<file path="src/rtl/scc_tone_generator_nch.sv">
// Time-multiplexed SCC-style tone generator: one shared slot counter walks the
// channels, each keeping its own period, frequency counter, wave address and done flag.
module scc_tone_generator_nch #(
  parameter int  CH_NUM     = 5,
  parameter int  FREQ_W     = 12,
  parameter int  ADDR_W     = 5,
  parameter int  MIN_PERIOD = 8,
  localparam int SLOT_W     = (CH_NUM > 2) ? $clog2(CH_NUM) : 1
) (
  input  logic              clk,
  input  logic              reset,
  input  logic              enable,
  input  logic              reg_wr,
  input  logic [SLOT_W-1:0] reg_ch,
  input  logic [FREQ_W-1:0] reg_period,
  input  logic              reg_wave_reset,
  input  logic [CH_NUM-1:0] oneshot,
  input  logic [CH_NUM-1:0] clear,
  output logic [SLOT_W-1:0] slot,
  output logic [ADDR_W-1:0] wave_address,
  output logic              wave_update,
  output logic [CH_NUM-1:0] done
);

  localparam logic [SLOT_W-1:0] LAST_SLOT = SLOT_W'(CH_NUM - 1);
  localparam logic [FREQ_W-1:0] MIN_P     = FREQ_W'(MIN_PERIOD);

  logic [SLOT_W-1:0] slot_q, slot_d;
  logic [FREQ_W-1:0] period_q [CH_NUM];
  logic [FREQ_W-1:0] period_d [CH_NUM];
  logic [FREQ_W-1:0] count_q  [CH_NUM];
  logic [FREQ_W-1:0] count_d  [CH_NUM];
  logic [ADDR_W-1:0] addr_q   [CH_NUM];
  logic [ADDR_W-1:0] addr_d   [CH_NUM];
  logic [CH_NUM-1:0] done_q, done_d;

  logic [FREQ_W-1:0] curPeriod;
  logic [FREQ_W-1:0] curCount;
  logic [ADDR_W-1:0] curAddr;
  logic              halted;
  logic              endHit;

  assign curPeriod = period_q[slot_q];
  assign curCount  = count_q[slot_q];
  assign curAddr   = addr_q[slot_q];
  assign halted    = oneshot[slot_q] & done_q[slot_q];
  // Periods at or below MIN_PERIOD mean the tone is stopped, never an end event.
  assign endHit    = (curCount == curPeriod) && (curPeriod > MIN_P);

  assign slot         = slot_q;
  assign wave_address = curAddr;
  assign wave_update  = endHit & enable & ~halted;
  assign done         = done_q;

  always_comb begin
    slot_d   = slot_q;
    period_d = period_q;
    count_d  = count_q;
    addr_d   = addr_q;
    done_d   = done_q;

    if (reg_wr && (int'(reg_ch) < CH_NUM)) begin
      period_d[reg_ch] = reg_period;
    end

    if (enable) begin
      slot_d = (slot_q == LAST_SLOT) ? '0 : slot_q + SLOT_W'(1);

      if (!halted) begin
        if (endHit) begin
          count_d[slot_q] = '0;
          if (oneshot[slot_q] && (&curAddr)) begin
            done_d[slot_q] = 1'b1;
          end else begin
            addr_d[slot_q] = curAddr + ADDR_W'(1);
          end
        end else begin
          count_d[slot_q] = curCount + FREQ_W'(1);
        end
      end

      // Loop-mode channels drop any stale done flag; clear (key-on) wins over the slot update.
      for (int ch = 0; ch < CH_NUM; ch++) begin
        if (!oneshot[ch]) begin
          done_d[ch] = 1'b0;
        end
        if (clear[ch]) begin
          count_d[ch] = '0;
          done_d[ch]  = 1'b0;
          if (reg_wave_reset) begin
            addr_d[ch] = '0;
          end
        end
      end
    end
  end

  always_ff @(posedge clk) begin
    if (reset) begin
      slot_q <= '0;
      done_q <= '0;
      for (int ch = 0; ch < CH_NUM; ch++) begin
        period_q[ch] <= '0;
        count_q[ch]  <= '0;
        addr_q[ch]   <= '0;
      end
    end else begin
      slot_q   <= slot_d;
      period_q <= period_d;
      count_q  <= count_d;
      addr_q   <= addr_d;
      done_q   <= done_d;
    end
  end

endmodule

</file>
<file path="config.mk">
export PLATFORM = sky130hd
export DESIGN_NAME = scc_tone_generator_nch
export DESIGN_NICKNAME = d
export VERILOG_FILES = /design/src/rtl/scc_tone_generator_nch.sv
export SDC_FILE = /design/constraint.sdc
export NUM_CORES = 1
export LEC_CHECK = 0
export ABC_CLOCK_PERIOD_IN_PS = 3600
export BUFFER_PORTS_ARGS = -buffer_cell sky130_fd_sc_hd__clkbuf_2
export CORE_MARGIN = 5
export CORE_UTILIZATION = 52
export CTS_CLUSTER_SIZE = 24
export DETAILED_ROUTE_END_ITERATION = 8
export GPL_TIMING_DRIVEN = 1
export PLACE_DENSITY_LB_ADDON = 0.1
export SYNTH_ARGS = -nofsm -noshare
export SYNTH_HDL_FRONTEND = slang
export SYNTH_SLANG_ARGS = --single-unit
export TNS_END_PERCENT = 10
</file>
<file path="constraint.sdc">
create_clock -name clk -period 3.6 [get_ports clk]
set_clock_uncertainty 0.1 [all_clocks]
set_input_delay 0.72 -clock clk [delete_from_list [all_inputs] [get_ports clk]]
set_output_delay 0.72 -clock clk [all_outputs]
set_load 0.05 [all_outputs]
</file>
# Word level (Yosys, flattened, before mapping)
# Index checks and enable logic that the tools add are counted.
# word_totals
output_inout_bits	14
wordCells	138
input_bits	30
register_bits	153
# op_classes
addsub	3
n_bitwise	9
order_cmp	8
eq_ne	22
n_reduce_logical	17
mux	58
# op_table
operator	count
$mux W12	11
$bwmux W60	2
$mux W60	2
$mux W5	16
$mux W25	3
$bmux W12 S3	2
$demux W12 S3	2
$and A60 B60 Y60	1
$not A60 Y60	1
$ne A3 B1 Y1 const B	10
$bwmux W25	1
$reduce_and A4 Y1	5
$bmux W5 S3	1
$demux W5 S3	1
$ne A3 B3 Y1 const B	5
$mux W1	13
$add A12 B1 Y12 const B	1
$eq A12 B12 Y1	1
$gt A12 B4 Y1 const B	1
$ne A2 B2 Y1 const B	5
$reduce_and A2 Y1	5
$ge A4 B4 Y1 const B	2
$lt A4 B1 Y1 const B	2
$not A3 Y4	2
other kinds (14)	22

# Depth between registers and ports, before layout
# Gate-level depths: netlist (run 1).
# logic_depth
depth_word	11
mapped_depth	16
depth_no_buf	14

# Worst setup path before layout (run 1)
# OpenSTA, ideal clock, no wires.
# synth_timing
path_type	register to register
startpoint	reg slot_q[0], in the netlist slot[0]
endpoint	reg addr_q[3] (netlist bit)
stages_incl_launch_ff	16
setup_slack_ps	-1016
t_required_ps	3441
n_path_buf	3
t_arrival_ps	4457
setup_ps	59
synth_period_minus_slack_ps	4616
path_cell_list	dfxtp_1 buf_6 buf_2 buf_1 mux4_2 inv_1 o21ai_0 ha_1 and3_1 ha_1 inv_1 nor2_1 or2_2 nor4_1 o21ai_1 a22o_1
# synth_between
elab_chain_len	11
word_cells_on_any_way	32
classes_between	add/sub (1); order compare (3); eq/ne (1); mux (21); bitwise (2); reduce/logical (4)
# synth_rtl
item	line	text
from (decl)	28	logic [SLOT_W-1:0] slot_q, slot_d;
from (signal assigned)	108	slot_q <= slot_d;
$not A3 Y4 (not written as such) (*)	45	assign curAddr = addr_q[slot_q];
$bmux W5 S3 (*)	45	
$mux W5 (not written as such) (*) (2 in a row)	45	
via wave_address[0]	20	output logic [ADDR_W-1:0] wave_address,
$add A5 B1 Y5 / $reduce_and A5 Y1 (equally long branches)	75, 72	
$bwmux W25 / $logic_and A1 B1 Y1 (equally long branches)	75, 72	
$mux W25 (*)	72	if (oneshot[slot_q] && (&curAddr)) begin
$mux W25 (*)	70	if (endHit) begin
$mux W25 (*)	69	if (!halted) begin
$mux W5	90	if (reg_wave_reset) begin
$mux W5 (*)	87	if (clear[ch]) begin
to (signal assigned)	111	addr_q <= addr_d;
to (decl)	33	logic [ADDR_W-1:0] addr_q [CH_NUM];
# Mark *: on every way through the listed nets, which the timed path passes. The rest lies on a longest branch. The select of a mux whose other input is x is not followed.
# A chain may end at the register's enable or synchronous reset.

# Worst setup path after layout (run 1)
# layout_timing
startpoint	reg slot_q[2], in the netlist slot[2]
endpoint	out wave_update
# layout_between
elab_chain_len	8
word_cells_on_any_way	18
classes_between	order compare (1); eq/ne (1); mux (10); bitwise (5); reduce/logical (1)
# layout_rtl
item	line	text
$not A3 Y4 (not written as such)	43, 44	
$bmux W12 S3 (on tied branches)	43, 44	
$mux W12 (on tied branches) (2 in a row)	43, 44	
$gt A12 B4 Y1 / $eq A12 B12 Y1 (equally long branches)	48	assign endHit = (curCount == curPeriod) && (curPeriod > MIN_P);
$logic_and A1 B1 Y1	48	
$and A1 B1 Y1	52	assign wave_update = endHit & enable & ~halted;
$and A1 B1 Y1 (*)	52	
to (decl)	21	output logic wave_update,
# Every way passes the cells marked *; elsewhere a longest branch is shown, timed or not. The select of a mux whose other input is x is not followed.

==> results of run 1 <==
metal layers:
metal / global-route usage [%] / vias to the layer above
met1: 33.2 / 3184
li1: - / 3096
met4: 9.78 / 0
met2: 45.3 / 313
met3: 5.89 / 61
met5: 0 / -
worst paths after layout:
kind	startpoint	end	slack, ns
worst min-delay path	count_q[12]	count_q[12]	0.35
worst max-delay path	slot[2]	wave_update	-0.02
worst max register to register	slot[1]	addr_q[18]	0.18
worst min register to register	count_q[12]	count_q[12]	0.35
worst register-to-register path: stages, from the launching register on:
cell,delay (ns)
dfxtp_4,0.39
inv_2,0.13
buf_4,0.19
nor3_4,0.07
buf_4,0.17
nand2_1,0.07
o21ai_0,0.07
a221o_2,0.34
ha_1,0.22
and3_1,0.16
ha_1,0.19
inv_1,0.06
nor2_1,0.10
or2_2,0.35
nor4_1,0.21
o21ai_1,0.22
a32o_1,0.26
kinds of logic (layout without fill, tap and decap cells):
kind of cell,after synthesis,in the layout,synth area share (%)
AOI/OAI and AO/OA,247,247,23.5
xor gates and xnor gates,23,23,2.81
adders and majority gates,5,5,0.872
buffers and inverters,61,154,4.61
DFF,153,153,42.7
muxes,49,49,7.36
and+or+nand+nor,272,272,18.2
timing repair:
| action | 4_1_cts | 5_1_grt |
|---|---|---|
| gates resized for setup | 41 | 6 |
| pin swaps | 13 | 2 |
| setup endpoints to repair | 1 | 1 |
| buffers inserted | 23 | 1 |
stage by stage:
stage,std cells,instance area [µm²]
2_1_floorplan,810,7200
3_3_place_gp,1027,7700
3_5_place_dp,1027,7700
4_1_cts,1082,8720
5_1_grt,1083,8750
6_report,1083,8750
report_power, final:
group / switching, mW / internal [mW] / total (mW)
sequential: 0.0181 / 1.71 / 1.73
clock: 0.734 / 1.18 / 1.92
combinational: 0.276 / 0.161 / 0.437
total: 1.03 / 3.06 / 4.09
state kept, by name, summed over array words and instances (netlist names):
signal / cells
slot: 3
addr_q: 25
period_q: 60
count_q: 60
done: 5
layout make-up:
type                       count  area [µm²]  area share, %
multi-input combinational    596        3940           45.1
sequential                   153        3070           35.1
timing repair buffer         113         840           9.59
clock buffer                  19         443           5.06
tap                          180         225           2.57
clock inverter                13         193           2.20
inverter                       9        33.8          0.386
cells in the final DEF (no fill, tap or decap), types with 5 or more instances in the layout:
master	instances
o22ai_1	10
xor2_1	7
o21bai_1	5
buf_12	5
mux2_2	8
nor3_1	6
nand3_1	8
clkbuf_2	42
ha_1	5
xnor2_1	16
nor4_1	7
mux2i_2	5
a21oi_2	9
o21ai_1	11
a31oi_1	6
clkbuf_16	17
nor2_1	24
buf_6	5
nand2b_1	10
o2bb2ai_1	21
a211oi_1	5
dfxtp_1	150
or3_1	8
nor3_4	5
a22oi_1	8
buf_4	59
a21oi_1	74
inv_1	7
a22o_1	44
nand2_1	167
o21ai_0	18
mux2i_1	32
==> results.toml, run 1 <==
[cells_and_area]
utilization_pct = 63.8
fill_cells = 1157
areaGrowthSynthToFinish_pct = 22.1
diodes = 0
layout-drive-gt1-share_pct = 22.8
nets = 925

[sta]
setup_ws_ns = -0.0218
max_freq_ghz = 0.276
tns_ns = -0.0218
fin_crit_ns = 3.62
setup_viol = 1
max_slew.worst_pin.slew_ns = 0.658
finalCritPeriodShare_pct = 101
slew_headroom_pct = 55.7
fin_hold_ws_ns = 0.347
slew_violations = 0
grt_setup_unrepaired = "true"
finalHoldViolCount = 0

[power_and_ir_drop]
fin_total_pwr_mw = 4.09
max-vdd-ir-drop_mv = 0.376
p_leak_nw = 3.15
power_density_mw_per_mm2 = 467

[floorplan]
dieArea_mm2 = 0.0162
coreArea_mm2 = 0.0137
core.rowCount = 43
io_pins = 44
die_w_um = 127
fp.dieH_um = 127
initial_utilization_pct = 52.3

[clock_tree]
root_buffer = "clkbuf_16"
cts_tree = "done"
cts_num_sinks = 153
path_clk_slew_ns = 0.06
clk_path_buf_depth = 2
insertion_delay_ns = 0.43
cts_made_buffers = 17
cts-htree-levels = 4
hold_buffers = 0

[place]
gp_congestion = 0.948
place_ws_ns = 0.131
dp.final_hpwl_um = 15400
io_buffers = 43

[grt]
grt_antenna_before_repair = 0
grt_use_total_pct = 26.7
grt_first_pass_wirelength_um = 34200
overflow = 0
grt_pass1_vias = 6377
grt_max_degree = 65

[route]
viasPerCell = 6.14
wl_met2_um = 10500
ant_nets = 0
drc = 0
top_layer_used = "met4"
routedWlPerCell_um = 20.0
drtIter0Drc = 620
wl_met1_um = 9030
first_pass_iters = 5
routed_wl_um = 21600
wl_met3_um = 1520
vias = 6654

[critical_path]
criticalPathCategory = "register to output port"
worstSetupEndpointType = "output port"
worstPathRequired_ns = 2.78
cp.depth = 8
cp_cell_sequence = "buf_6 > mux2i_2 > nor2_1 > a311oi_2 > xor2_1 > or4_4 > nor3_4 > buf_12"
crit_arrival_ns = 2.80
critical-path-top-delay-family = "simple AND/OR/NAND/NOR gates"
critPathLaunchType = "register"
path_buf_inv = 2
cp_slowest_cell = "or4_4"
reg2regPathDepth = 16
path_max_fanout = 8
cpPeakStageDelay_ns = 0.56

[synth]
yosysMostFrequentCell = "nand2_1"
synth.distinct_cells = 66
ys_ff_latch = 153
yosysSeqAreaShare_pct = 42.7
synth_ff_type = "dfxtp_1"
ys_async_sr_fraction_pct = 0
synthCells = 810
avgSynthCellArea_um2 = 8.85
syn-cell-area_mm2 = 0.00717
yosys.area.top_type = "dfxtp_1"
yosys-top-cells-count = "nand2_1 (167), dfxtp_1 (153), a21oi_1 (83)"
syn_nets = 845
ys_warn_count = 0
synth_top_area_share_pct = 42.7
synthTopCellsByArea = "dfxtp_1 (43%), nand2_1 (8.7%), a21oi_1 (5.8%)"
synth-edff-count = 0

[status]
violations = "negative setup slack"
status = "finished, violations left"

[job]
max_cap_viol_count = 0

[hold_path]
hp-class = "register to register"
holdPathStages = 2
(Power assumes the default switching activity.)
==> run 2, diff against run 1 <==
Settings changed: CORE_MARGIN 5 to 2.
==> run 2 against run 1 <==
Compared with the run above: the run ends with design-rule violations, negative setup slack left; worst setup slack gained 0.0092 ns; critical path depth grew 2; total power shrank 5.2%; combinational power grew 3%; die area shrank 9.2%; fmax grew 0.26%; count of clock-buffer cells in the layout is the same; clock power shrank 11%; largest power group is now sequential cells; highest routed layer unchanged.
==> results.toml, run 2 (synthesis gave the netlist of run 1 again) <==
[job]
max_cap_viol_count = 0

[route]
routedWlPerCell_um = 19.8
ant_nets = 0
vias = 6627
routed_wl_um = 21400
first_pass_iters = 9
viasPerCell = 6.13
drc = 1
drtIter0Drc = 817

[sta]
max_slew.worst_pin.slew_ns = 0.738
setup_ws_ns = -0.0125
grt_setup_unrepaired = "true"
setup_viol = 1
finalCritPeriodShare_pct = 100
max_freq_ghz = 0.277
finalHoldViolCount = 0
fin_crit_ns = 3.61
slew_violations = 0
slew_headroom_pct = 50.8

[floorplan]
dieArea_mm2 = 0.0147
coreArea_mm2 = 0.0133
fp.dieH_um = 121
die_w_um = 121
initial_utilization_pct = 53.7
core.rowCount = 42
io_pins = 44

[critical_path]
criticalPathCategory = "register to output port"
cpMostUsedCell = "buf_12"
worstPathRequired_ns = 2.78
cpPeakStageDelay_ns = 0.45
cp_slowest_cell = "dfxtp_4"
path_max_fanout = 14
cp_cell_sequence = "buf_12 > inv_2 > nor3_2 > buf_4 > a221oi_2 > xnor2_1 > nand4_1 > or3_4 > nor3_4 > buf_12"
worstSetupEndpointType = "output port"
crit_arrival_ns = 2.79
critPathLaunchType = "register"

[hold_path]
hp-class = "register to register"

[grt]
grt_antenna_before_repair = 0
grt_first_pass_wirelength_um = 34100
grt_use_total_pct = 30.1
grt_max_degree = 74
grt_pass1_vias = 6248
overflow = 0

[status]
violations = "design-rule violations, negative setup slack"
status = "finished, violations left"

[clock_tree]
cts_made_buffers = 17
path_clk_slew_ns = 0.06
clk_path_buf_depth = 2
cts_tree = "done"
cts_num_sinks = 153
insertion_delay_ns = 0.43
hold_buffers = 0
root_buffer = "clkbuf_16"
cts-htree-levels = 4

[cells_and_area]
reg.largest.list = "count_q x60, period_q x60, addr_q x25"
nets = 927
final_common_cell = "nand2_1"
layout_common_cells = "nand2_1 (167), dfxtp_1 (150), a21oi_1 (79)"
layout-drive-gt1-share_pct = 21.9
areaGrowthSynthToFinish_pct = 20.5
diodes = 0
fin_cells = 1081

[power_and_ir_drop]
fin_total_pwr_mw = 3.87
p_leak_nw = 3.13
power_density_mw_per_mm2 = 448
max-vdd-ir-drop_mv = 0.483

[place]
gp_congestion = 0.997
dp_cells = 1024
dp.final_hpwl_um = 14900
io_buffers = 43
## run 2: changes by cell type in the layout (fill, tap and decap cells not counted), moves of 4 or more
cell / previous run / this run
a21oi_2: 9 / 4
mux2i_2: 5 / 1
bufinv_16: 4 / 0
a21oi_1: 74 / 79
mux2i_1: 32 / 36
## run 2: final cells by class
class / instances / area, µm²
clock buffers: 19 / 453
flip-flops and latches: 153 / 3070
well taps: 176 / 220
inverters: 9 / 33.8
multi-input cells: 596 / 3860
fillers: 1096 / 4710
repair buffers: 115 / 886
clock inverters: 13 / 110
## run 2: per-layer routing
metal | up-vias | track usage [%] | part of all wire (%)
met5 | - | 0 | 0
met1 | 3161 | 40.2 | 42
met4 | 0 | 11.2 | 2.4
li1 | 3097 | - | -
met2 | 325 | 48.6 | 48
met3 | 44 | 5.31 | 8.0
## run 2: worst max-delay path: cells and delay by family (launching register included)
family          cells  cell delay (ns)
compound gates      1             0.09
xor+xnor            1             0.17
buf+inv             4             0.65
flops               1             0.45
simple gates        4             1.01
## run 2: repair_timing
action                                  CTS  global route
gates resized for setup                  25             3
endpoints found under the setup margin    1             1
gates cloned                              1             0
pin swaps                                 9             1
buffers inserted                         19             5
## run 2: final timing paths
kind	slack, ns	to	start	depth (start not counted)
max	-0.01	wave_update	slot[0]	10
min	0.34	count_q[12]	count_q[12]	2
max reg2reg	0.12	addr_q[18]	slot[0]	14
min reg2reg	0.34	count_q[12]	count_q[12]	2
## run 2: report_power, final
group	switching [mW]	leakage [nW]	internal [mW]	total [mW]
Clock	0.759	0.279	0.937	1.70
Combinational	0.280	1.62	0.169	0.448
Sequential	0.0168	1.24	1.71	1.73
Total	1.06	3.13	2.82	3.87
## run 2: through the flow
stage | hold WS, ns | TNS [ns] | setup WS [ns] | area, µm² | utilization, %
3_3_place_gp | 0.333 | 0 | 0.239 | 7740 | 58.0
3_5_place_dp | 0.340 | 0 | 0.194 | 7740 | 58.0
6_report | 0.344 | -0.0125 | -0.0125 | 8640 | 64.7
2_1_floorplan | 0.319 | 0 | 0.0179 | 7200 | -
4_1_cts | 0.349 | 0 | 0.00187 | 8590 | 64.4
5_1_grt | 0.365 | -0.123 | -0.123 | 8640 | 64.7
==> run 3, diff against run 2 <==
Settings changed: ABC_AREA set to 1, CELL_PAD_IN_SITES_DETAIL_PLACEMENT set to 2, CELL_PAD_IN_SITES_GLOBAL_PLACEMENT set to 2, CORE_UTILIZATION 52 to 30, MAX_ROUTING_LAYER set to met4.
==> run 3 against run 2 <==
Compared with the run above: the flow finishes with violations (negative setup slack); area after synthesis rose by 37%; global-route usage decreased by 1.2 points; design area is 42% higher; hold slack better by 0.010 ns; cell count rose by 110%; via count is 78% higher; critical path depth is 3 higher; combinational power rose to 3.4 times the previous value; sequential cell count stayed put; worst setup slack worse by 0.027 ns; first-iteration DRC count down 32%; highest routed layer unchanged.
==> results.toml, run 3 <==
[clock_tree]
cts_num_sinks = 153
root_buffer = "clkbuf_16"
path_clk_slew_ns = 0.07
hold_buffers = 0
cts-htree-levels = 4
cts_tree = "done"
clk_path_buf_depth = 2
cts_made_buffers = 17
insertion_delay_ns = 0.46

[hold_path]
hp-class = "register to register"
holdPathStages = 2

[sta]
slew_violations = 0
fin_hold_ws_ns = 0.354
setup_viol = 1
max_freq_ghz = 0.275
setup_ws_ns = -0.0397
fin_crit_ns = 3.64
finalCritPeriodShare_pct = 101
finalHoldViolCount = 0
slew_headroom_pct = 51.5
tns_ns = -0.0397
grt_setup_unrepaired = "true"
max_slew.worst_pin.slew_ns = 0.727

[route]
ant_nets = 0
viasPerCell = 5.29
routed_wl_um = 47200
vias = 11800
first_pass_iters = 5
drc = 0
routedWlPerCell_um = 21.1
drtIter0Drc = 553

[floorplan]
fp.dieH_um = 185
core.rowCount = 66
dieArea_mm2 = 0.0342
coreArea_mm2 = 0.0324
initial_utilization_pct = 30.4
die_w_um = 185
io_pins = 44

[synth]
yosysSeqAreaShare_pct = 31.1
synthTopCellsByArea = "dfxtp_1 (31%), nand2_1 (19%), nor2_1 (9.9%)"
ys_ff_latch = 153
synthCells = 1717
yosysMostFrequentCell = "nand2_1"
synth_top_area_share_pct = 31.1
ys_warn_count = 0
synth-edff-count = 0
yosys-top-cells-count = "nand2_1 (504), nor2_1 (259), inv_1 (178)"
synth_ff_type = "dfxtp_1"
avgSynthCellArea_um2 = 5.73
yosys.area.top_type = "dfxtp_1"
synth.distinct_cells = 35
syn_nets = 1752
ys_async_sr_fraction_pct = 0
syn-cell-area_mm2 = 0.00983

[power_and_ir_drop]
fin_total_pwr_mw = 5.31
max-vdd-ir-drop_mv = 0.359
p_leak_nw = 5.51
power_density_mw_per_mm2 = 432

[place]
dpl_cell_area_mm2 = 0.0108
io_buffers = 43
dp.final_hpwl_um = 31700
gp_congestion = 0.883
dp_cells = 2165
place_ws_ns = 0.228

[cells_and_area]
fin_cells = 2235
diodes = 0
utilization_pct = 37.9
fin_area_mm2 = 0.0123
final_common_cell = "nand2_1"
nets = 1815
layout-drive-gt1-share_pct = 15.3
areaGrowthSynthToFinish_pct = 24.9
layout_common_cells = "nand2_1 (474), nor2_1 (244), inv_1 (177)"
reg.largest.list = "count_q x60, period_q x60, addr_q x25"

[grt]
grt_max_degree = 122
grt_antenna_before_repair = 0
overflow = 0
grt_use_total_pct = 28.8
grt_first_pass_wirelength_um = 72700
grt_pass1_vias = 12300

[critical_path]
worstPathRequired_ns = 2.78
critPathLaunchType = "register"
criticalPathCategory = "register to output port"
path_max_fanout = 6
worstSetupEndpointType = "output port"
crit_arrival_ns = 2.82
reg2regPathDepth = 17

[status]
violations = "negative setup slack"
status = "finished, violations left"

[job]
max_cap_viol_count = 0
==> run 3: worst paths after layout <==
kind | from | endpoint | slack (ns)
setup reg to reg | slot[2] | addr_q[5] | 0.18
hold reg to reg | period_q[36] | period_q[36] | 0.35
hold / removal | period_q[36] | period_q[36] | 0.35
setup / recovery | slot[2] | wave_update | -0.04
==> run 3: cell families (layout without fill, tap and decap cells) <==
family,Yosys count,after routing,share of synthesized area [%]
AOI/OAI and AO/OA,290,290,15.0
and+or+nand+nor,969,969,40.7
adders and majority gates,5,5,0.636
DFF,153,153,31.1
xor gates and xnor gates,3,3,0.267
buffers and inverters,297,373,12.3
==> run 3: worst max-delay path: stages (launching register included) <==
cell	delay, ns
dfxtp_4	0.38
buf_8	0.13
nor2_4	0.22
buf_6	0.18
nand3_1	0.14
nand2_1	0.13
nor2_1	0.11
nand2_1	0.10
nand2_1	0.08
clkinv_1	0.07
nand4_1	0.15
buf_6	0.17
nor4_4	0.31
buf_12	0.18
==> run 3: layout make-up <==
cell class                      count  area [µm²]
Sequential cell                   153        3070
Fill cell                        4114       20100
Inverter                          202         782
Multi-Input combinational cell   1267        5930
Clock buffer                       18         439
Timing Repair Buffer              139        1320
Clock inverter                     14         175
Tap cell                          442         553
==> run 3: repair_timing <==
action                     CTS  global route
resized for setup          101            23
cloned                       6             1
setup endpoints to repair    1             9
hold endpoints to repair     0             0
pin swaps                   25             8
setup buffers               21            10
==> run 3: layer usage <==
metal	GRT usage (%)	vias to the layer above	share of wire (%)
met2	47.3	220	47
met1	36.6	5959	46
met5	-	-	0
li1	-	5564	-
met4	9.94	0	2.9
met3	3.70	71	3.2
==> run 3: report_power, final <==
part / total [mW] / switching, mW / internal [mW]
Clock: 1.96 / 0.893 / 1.07
Sequential: 1.83 / 0.0553 / 1.77
Combinational: 1.52 / 1.04 / 0.483
Total: 5.31 / 1.98 / 3.32
